--- config.mk ---
export PLATFORM = sky130hd
export DESIGN_NAME = even_sample_buffer
export DESIGN_NICKNAME = d
export VERILOG_FILES = /design/src/rtl/even_sample_buffer_pkg.sv /design/src/rtl/even_sample_buffer_sync_fifo_core.sv /design/src/rtl/even_sample_buffer.sv
export SDC_FILE = /design/constraint.sdc
export NUM_CORES = 1
export LEC_CHECK = 0
export ABC_AREA = 1
export CAP_MARGIN = 20
export CORE_MARGIN = 2
export CORE_UTILIZATION = 30
export DETAILED_ROUTE_END_ITERATION = 8
export GPL_TIMING_DRIVEN = 0
export PLACE_DENSITY_LB_ADDON = 0.08
export SETUP_SLACK_MARGIN = 0.15
export SLEW_MARGIN = 15
export SYNTH_ARGS = -nofsm -noshare
export SYNTH_HDL_FRONTEND = slang
export SYNTH_SLANG_ARGS = --single-unit
--- constraint.sdc ---
create_clock -name clk -period 2.36 [get_ports clk]
set_input_delay 0.236 -clock clk [delete_from_list [all_inputs] [get_ports clk]]
set_output_delay 0.236 -clock clk [all_outputs]
set_load 0.01 [all_outputs]
--- src/rtl/even_sample_buffer_pkg.sv ---
// =============================================================================
// Module      : even_sample_buffer_pkg
// Description : Shared widths and sizing helpers for the even sample buffer.
// Revision    : 1.0
// =============================================================================
`default_nettype none

package even_sample_buffer_pkg;

   localparam int DEFAULT_WIDTH = 32;

   // Pointer index width; never narrower than one bit.
   function automatic int ptr_width(input int depth);
      return (depth > 2) ? $clog2(depth) : 1;
   endfunction

   // Occupancy must represent 0..depth inclusive.
   function automatic int count_width(input int depth);
      return $clog2(depth + 1);
   endfunction

endpackage

`default_nettype wire

--- src/rtl/even_sample_buffer_sync_fifo_core.sv ---
// =============================================================================
// Module      : sync_fifo_core
// Description : Count-based synchronous FIFO with a registered head.
// Revision    : 1.0
// =============================================================================
`default_nettype none

module sync_fifo_core
   import even_sample_buffer_pkg::*;
#(
   parameter int WIDTH = DEFAULT_WIDTH,
   parameter int DEPTH = 4
) (
   input  logic                          clk,
   input  logic                          rst_n,
   input  logic                          wr_en,
   input  logic [WIDTH-1:0]              wr_data,
   input  logic                          rd_en,
   output logic [WIDTH-1:0]              rd_data,
   output logic                          rd_valid,
   output logic [count_width(DEPTH)-1:0] count,
   output logic                          push
);

   localparam int PW = ptr_width(DEPTH);
   localparam int CW = count_width(DEPTH);
   localparam logic [CW-1:0] DEPTH_C = CW'(DEPTH);

   logic [WIDTH-1:0] mem [DEPTH];
   logic [PW-1:0]    wr_ptr;
   logic [PW-1:0]    rd_ptr;
   logic [PW-1:0]    rd_ptr_nxt;
   logic [CW-1:0]    count_nxt;
   logic [WIDTH-1:0] head_nxt;
   logic             full;
   logic             pop;

   always_comb begin
      full       = (count == DEPTH_C);
      pop        = rd_valid & rd_en;
      push       = wr_en & (~full | pop);
      rd_ptr_nxt = pop ? rd_ptr + PW'(1) : rd_ptr;
      count_nxt  = count;
      if (push && !pop) begin
         count_nxt = count + CW'(1);
      end else if (pop && !push) begin
         count_nxt = count - CW'(1);
      end
      // The next head is either the entry being written now or one already stored.
      head_nxt = '0;
      if (count_nxt != '0) begin
         if (push && (wr_ptr == rd_ptr_nxt)) begin
            head_nxt = wr_data;
         end else begin
            head_nxt = mem[rd_ptr_nxt];
         end
      end
   end

   always_ff @(posedge clk) begin
      if (push) begin
         mem[wr_ptr] <= wr_data;
      end
   end

   always_ff @(posedge clk or negedge rst_n) begin
      if (!rst_n) begin
         wr_ptr   <= '0;
         rd_ptr   <= '0;
         count    <= '0;
         rd_valid <= 1'b0;
         rd_data  <= '0;
      end else begin
         if (push) begin
            wr_ptr <= wr_ptr + PW'(1);
         end
         rd_ptr   <= rd_ptr_nxt;
         count    <= count_nxt;
         rd_valid <= (count_nxt != '0);
         rd_data  <= head_nxt;
      end
   end

   a_count_bound : assert property (@(posedge clk) disable iff (!rst_n) count <= DEPTH_C);
   a_valid_count : assert property (@(posedge clk) disable iff (!rst_n) rd_valid == (count != '0));

endmodule

`default_nettype wire

--- src/rtl/even_sample_buffer.sv ---
// =============================================================================
// Module      : even_sample_buffer
// Description : Keeps even samples: last-even register, FIFO, sticky overflow.
// Revision    : 1.0
// =============================================================================
`default_nettype none

module even_sample_buffer
   import even_sample_buffer_pkg::*;
#(
   parameter int WIDTH = DEFAULT_WIDTH,
   parameter int DEPTH = 4
) (
   input  logic                          clk,
   input  logic                          rst_n,
   input  logic                          in_valid,
   input  logic [WIDTH-1:0]              in_data,
   output logic                          out_valid,
   input  logic                          out_ready,
   output logic [WIDTH-1:0]              out_data,
   output logic [WIDTH-1:0]              last_even,
   output logic [count_width(DEPTH)-1:0] count,
   output logic                          overflow,
   input  logic                          clr_overflow
);

   logic even;
   logic push;
   logic drop;

   always_comb begin
      even = in_valid & ~in_data[0];
      drop = even & ~push;
   end

   sync_fifo_core #(
      .WIDTH (WIDTH),
      .DEPTH (DEPTH)
   ) u_fifo (
      .clk      (clk),
      .rst_n    (rst_n),
      .wr_en    (even),
      .wr_data  (in_data),
      .rd_en    (out_ready),
      .rd_data  (out_data),
      .rd_valid (out_valid),
      .count    (count),
      .push     (push)
   );

   // Dropped samples still update last_even; a drop beats a same-cycle clear.
   always_ff @(posedge clk or negedge rst_n) begin
      if (!rst_n) begin
         last_even <= '0;
         overflow  <= 1'b0;
      end else begin
         if (even) begin
            last_even <= in_data;
         end
         if (drop) begin
            overflow <= 1'b1;
         end else if (clr_overflow) begin
            overflow <= 1'b0;
         end
      end
   end

   a_out_even  : assert property (@(posedge clk) disable iff (!rst_n) out_data[0] == 1'b0);
   a_last_even : assert property (@(posedge clk) disable iff (!rst_n) last_even[0] == 1'b0);

endmodule

`default_nettype wire
Yosys cells after proc, flatten, opt, wreduce, memory -nomap -nowiden --
Memories as Yosys holds them, arrays and structs flattened. Cells that the tools add are included.
Storage, ports and cells: register bits after elaboration 73, memory bits (writable) 128, input port bits 37, output and inout port bits 69, word-level logic and storage cells 38, memories kept 1
Cells by class: add/sub/neg operators 4, eq/ne operators 2, multiplexer cells 9, bitwise gates (word level) 8, reduce and logical (&&, ||, !) cells 7
Memories:
- u_fifo.mem | words 4, bits a word 32, read ports 1, clocked after memory_dff 0, write ports 1, line even_sample_buffer_sync_fifo_core.sv:29 | logic [WIDTH-1:0] mem [DEPTH];
Operator list (number):
- two-way mux 32 bit | 2
- two-way mux 3 bit | 2
- adder 2 x 1 -> 2 bit, second input constant | 2
- AND 1 bit | 4
- two-way mux 1 bit | 4
- adder 3 x 1 -> 3 bit, second input constant | 1
- == test 3 bit, second input constant | 1
- logical AND 1 bit | 3
- NOT 1 bit | 3
- nonzero test 3 bit | 1
- subtractor 3 x 1 -> 3 bit, second input constant | 1
- == test 2 bit | 1
- logical NOT 1 bit | 2
- two-way mux 2 bit | 1
- nonzero test 2 bit | 1
- bitwise OR 1 bit | 1

Depth between registers and ports, before layout --
depth in word-level cells 10, mapped depth 11, depth with buffers taken out 10

Cells and area by module --
From an unflattened synthesis, not the netlist that was laid out.
Unflattened totals: cells, all modules 811, area total of the unflattened synthesis 8559.5 sq um
By module, submodules not included:
- sync_fifo_core | instances 1, cells each 665, area each 7158.1 sq um, seq. area each 4844.6 sq um
- even_sample_buffer | instances 1, cells each 146, area each 1401.3 sq um, seq. area each 825.8 sq um

Worst setup path before layout --
OpenSTA, ideal clock, no wires.
kind register to register, start register u_fifo.count[0], end memory u_fifo.mem[0][0] (netlist name), enable pin, setup time 421 ps, arrival time 2269 ps, data required time 1939 ps, path slack -330 ps, cell stages (with the launch flop) 6, path buffers 0, clock period less this slack 2690 ps, cell sequence dfrtp_1 inv_1 ha_1 nand2_2 o21ai_4 nor2_1
On the way: longest elaborated chain between the ends 6
Ends and longest elaborated chain:
- start, declared | line even_sample_buffer_sync_fifo_core.sv:21 | output logic [count_width(DEPTH)-1:0] count,
- start signal, assigned | line even_sample_buffer_sync_fifo_core.sv:78 | count <= count_nxt;
- == test 3 bit | line even_sample_buffer_sync_fifo_core.sv:39 | full = (count == DEPTH_C);
- NOT 1 bit | line even_sample_buffer_sync_fifo_core.sv:41 | push = wr_en & (~full | pop);
- bitwise OR 1 bit | line even_sample_buffer_sync_fifo_core.sv:41
- AND 1 bit | line even_sample_buffer_sync_fifo_core.sv:41
- two-way mux 1 bit | line even_sample_buffer_sync_fifo_core.sv:61 | if (push) begin
- two-way mux 1 bit (not written as such) | line even_sample_buffer_sync_fifo_core.sv:62 | mem[wr_ptr] <= wr_data;
- end, declared | line even_sample_buffer_sync_fifo_core.sv:29
Every way passes these cells.

Final worst setup path --
start register u_fifo.count[0], end memory u_fifo.mem[3][21] (netlist name), enable pin
Same word-level chain as after synthesis.

==> run summary <==
clk_skew = 0.0138 ns
number of nets with antenna violations after detailed routing = 0
first-pass iteration count of the detailed router = 4
number of buffers inserted to repair setup after CTS = 0
First DRT Iteration DRCs = 387
area of the core region = 27000 sq um
Critical path buffers and inverters = 2
vias in the first global route = 5833
area leader, netlist = edfxtp_1
number of antenna violations at the first check in global routing = 0
VDD IR-drop max = 0.000451 V
number of distinct library cell variants in the gate-level netlist after synthesis = 21
Critical Path AT = 2.26 ns
clock transition at the registers of the reported paths = 0.06 ns
Final min period = 2.05 ns
total of warnings raised by yosys = 0
NumNets Final = 950
DR WL/cell = 17.9 microns
Die ar. = 28900 sq um
global-route wire length before repair = 34600 microns
worst-path cell with the longest stage delay = nor2_4
root buffer cell = clkbuf_16
count of buffers inserted at the top-level ports = 105
worst hold path type = in -> async
commonest non-fill, non-tap cell in the layout = nand2_1
placed wire-length estimate = 14600 microns
die outline height = 170 microns
final worst setup slack = 0.314 ns
clock tree from TritonCTS = done
final routed wirelength across all metal layers = 22600 microns
post-cts resize count = 0
register bit total from synthesis = 201
DRC violation count after routing = 0
average instance area after synthesis = 10.8 sq um
initial cell density of the core = 0.306
ordered cell list for the critical path = inv_1, ha_1, nand2_2, o21ai_4, nor2_4, buf_16
largest cells by area after synthesis = edfxtp_1, dfrtp_1, nand3_1
unrepaired setup endpoints after global routing = false
max capacitance violation total = 0
IO Count = 106
number of filler cells placed in the layout = 2654
capturing element type of the critical path = register
Final Instance Count excl. Fillers = 1264
fraction of final layout cells sized beyond drive strength 1 = 0.0975
routability-driven placement congestion ratio = 0.745
Post-Synthesis Cell Area = 8280 sq um
final setup violation count = 0
fraction of the yosys area taken by sequential cells = 0.685
kind of launch point of the worst setup path = register
Max-Slew Margin vs Limit = 0.550
count of H-tree levels built during CTS = 1
number of buffers between clock root and the deepest sink = 3
sink count of the clock tree = 201
kind of cell adding the most delay to the critical path = simple AND/OR/NAND/NOR gates
aggregate global-route resource usage = 0.158
standard cell area after detailed placement = 9890 sq um
longest individual stage delay on the worst path = 0.56 ns
Required @ worst endpoint = 2.57 ns
via total after detailed routing = 5760
Rows = 60
static leakage = 4.46 nW
actual transition at the worst max-transition pin = 0.674 ns
highest-count cells in the layout ignoring fill and taps = nand2_1, nand3_1, edfxtp_1, clkdlybuf4s50_1, dfrtp_1
Final Hold Violating Endpoints = 0
Vias/cell = 4.56
startpoint-to-endpoint class of the critical path = reg -> reg
Final Core Density = 0.394
clock latency at the later pin of the worst-skew pair = 0.51 ns
total overflow reported by the global router = 0
largest fanout on the critical path = 17
final slew viol count = 0
post-route design area = 10600 sq um
portion of the clock cycle consumed by the worst path in the final layout = 0.867
horizontal die dimension = 170 microns
run status = completed
largest net degree at the start of global routing = 38
Yosys top cell area share = 0.464
pre-CTS setup slack = 0.0187 ns
cts bufs inserted = 23
placed instance count = 1221
area growth from synthesis to final layout = 28.6%
count of antenna diodes in the layout = 0
power per unit of standard cell area = 1240 nW/um^2
Synth Net Count = 814
Highest Clock Rate = 489 MHz
number of instances in the synthesized netlist = 770
## per-stage QoR
step	TNS (ns)	hold slack [ns]	power (W)
2_1_floorplan	-42.22	-0.0596	0.00763
3_3_place_gp	-374.77	0.471	0.00979
3_5_place_dp	0	0.235	0.00984
4_1_cts	0	0.232	0.0134
5_1_grt	0	0.274	0.0141
6_report	0	0.220	0.0132
## worst register-to-register path: cells and delay by family (launching register included)
kind | cells | cell delay, ns
compound gates | 1 | 0.15
fa+ha+maj | 1 | 0.21
simple gates | 2 | 0.66
flops | 1 | 0.38
buf+inv | 2 | 0.34
## report_power, final
part | switching, W | leakage (nW) | internal (W) | total [W]
Sequential | 0.000218 | 2.04 | 0.00444 | 0.00466
Clock | 0.00141 | 0.373 | 0.00208 | 0.00349
Combinational | 0.00315 | 2.05 | 0.00188 | 0.00503
Total | 0.00478 | 4.46 | 0.00840 | 0.0132
## logic make-up (layout without fill, tap and decap cells)
logic type / count (synthesis) / after routing / share of synthesized area
flip-flops: 201 / 201 / 0.685
buffers and inverters: 98 / 251 / 0.0550
XOR/XNOR: 3 / 3 / 0.00317
adder cells (fa/ha/maj): 7 / 7 / 0.0106
AO/OA/AOI/OAI: 34 / 34 / 0.0224
AND/OR/NAND/NOR: 427 / 427 / 0.224
## worst paths after layout
kind / start / endpoint / slack (ns) / depth (start not counted)
max in group asynchronous: rst_n / last_even[27]$_DFFE_PN0P_ / 1.53 / 3
hold reg to reg: last_even[18]$_DFFE_PN0P_ / last_even[18]$_DFFE_PN0P_ / 0.48 / 2
min in group clk: clr_overflow / overflow$_DFFE_PN0P_ / 0.31 / 2
setup reg to reg: u_fifo.count[0]$_DFF_PN0_ / u_fifo.mem[3][21]$_DFFE_PP_ / 0.31 / 6
setup / recovery: u_fifo.count[0]$_DFF_PN0_ / u_fifo.mem[3][21]$_DFFE_PP_ / 0.31 / 6
hold / removal: rst_n / u_fifo.rd_data[7]$_DFF_PN0_ / 0.22 / 2
## cells in the mapped netlist
cell        n
a21oi_1     1
buf_1       3
buf_2      22
buf_4       4
buf_6       6
clkbuf_1   10
dfrtp_1    73
edfxtp_1  128
ha_1        7
inv_1      51
inv_2       2
nand2_1   213
nand2_2     5
nand2_4     1
nand3_1   166
nor2_1     39
nor2_4      3
o21ai_0    31
o21ai_4     1
o32ai_1     1
xor2_1      3
## flip-flops by register name, indices dropped and copies added (netlist names)
name	flops
last_even	32
overflow	1
u_fifo.count	3
u_fifo.mem	128
u_fifo.rd_data	32
u_fifo.rd_ptr	2
u_fifo.rd_valid	1
u_fifo.wr_ptr	2
## layer usage
metal  up-vias  global-route usage  part of all wire  wire length [microns]
met5         -                   0                 0                      0
met4         0              0.0386             0.022                    498
met3        31              0.0298             0.052                   1170
met2       139               0.261              0.46                  10500
met1      2737               0.216              0.46                  10500
li1       2853                   -                 -                      -
## final cells by class
class	count	area (sq um)	area share
buffer	45	256	0.0241
clock buffer	32	669	0.0629
clock inverter	10	75.1	0.00705
inverter	53	199	0.0187
multi-input combinational	471	2180	0.205
sequential	201	5670	0.533
tap	341	427	0.0401
timing repair buffer	111	1170	0.110
## what timing repair did
action,in CTS,in global routing
endpoints found under the hold margin,36,0
hold buffers,1,0
setup endpoints to repair,0,0
(Power assumes the default switching activity.)
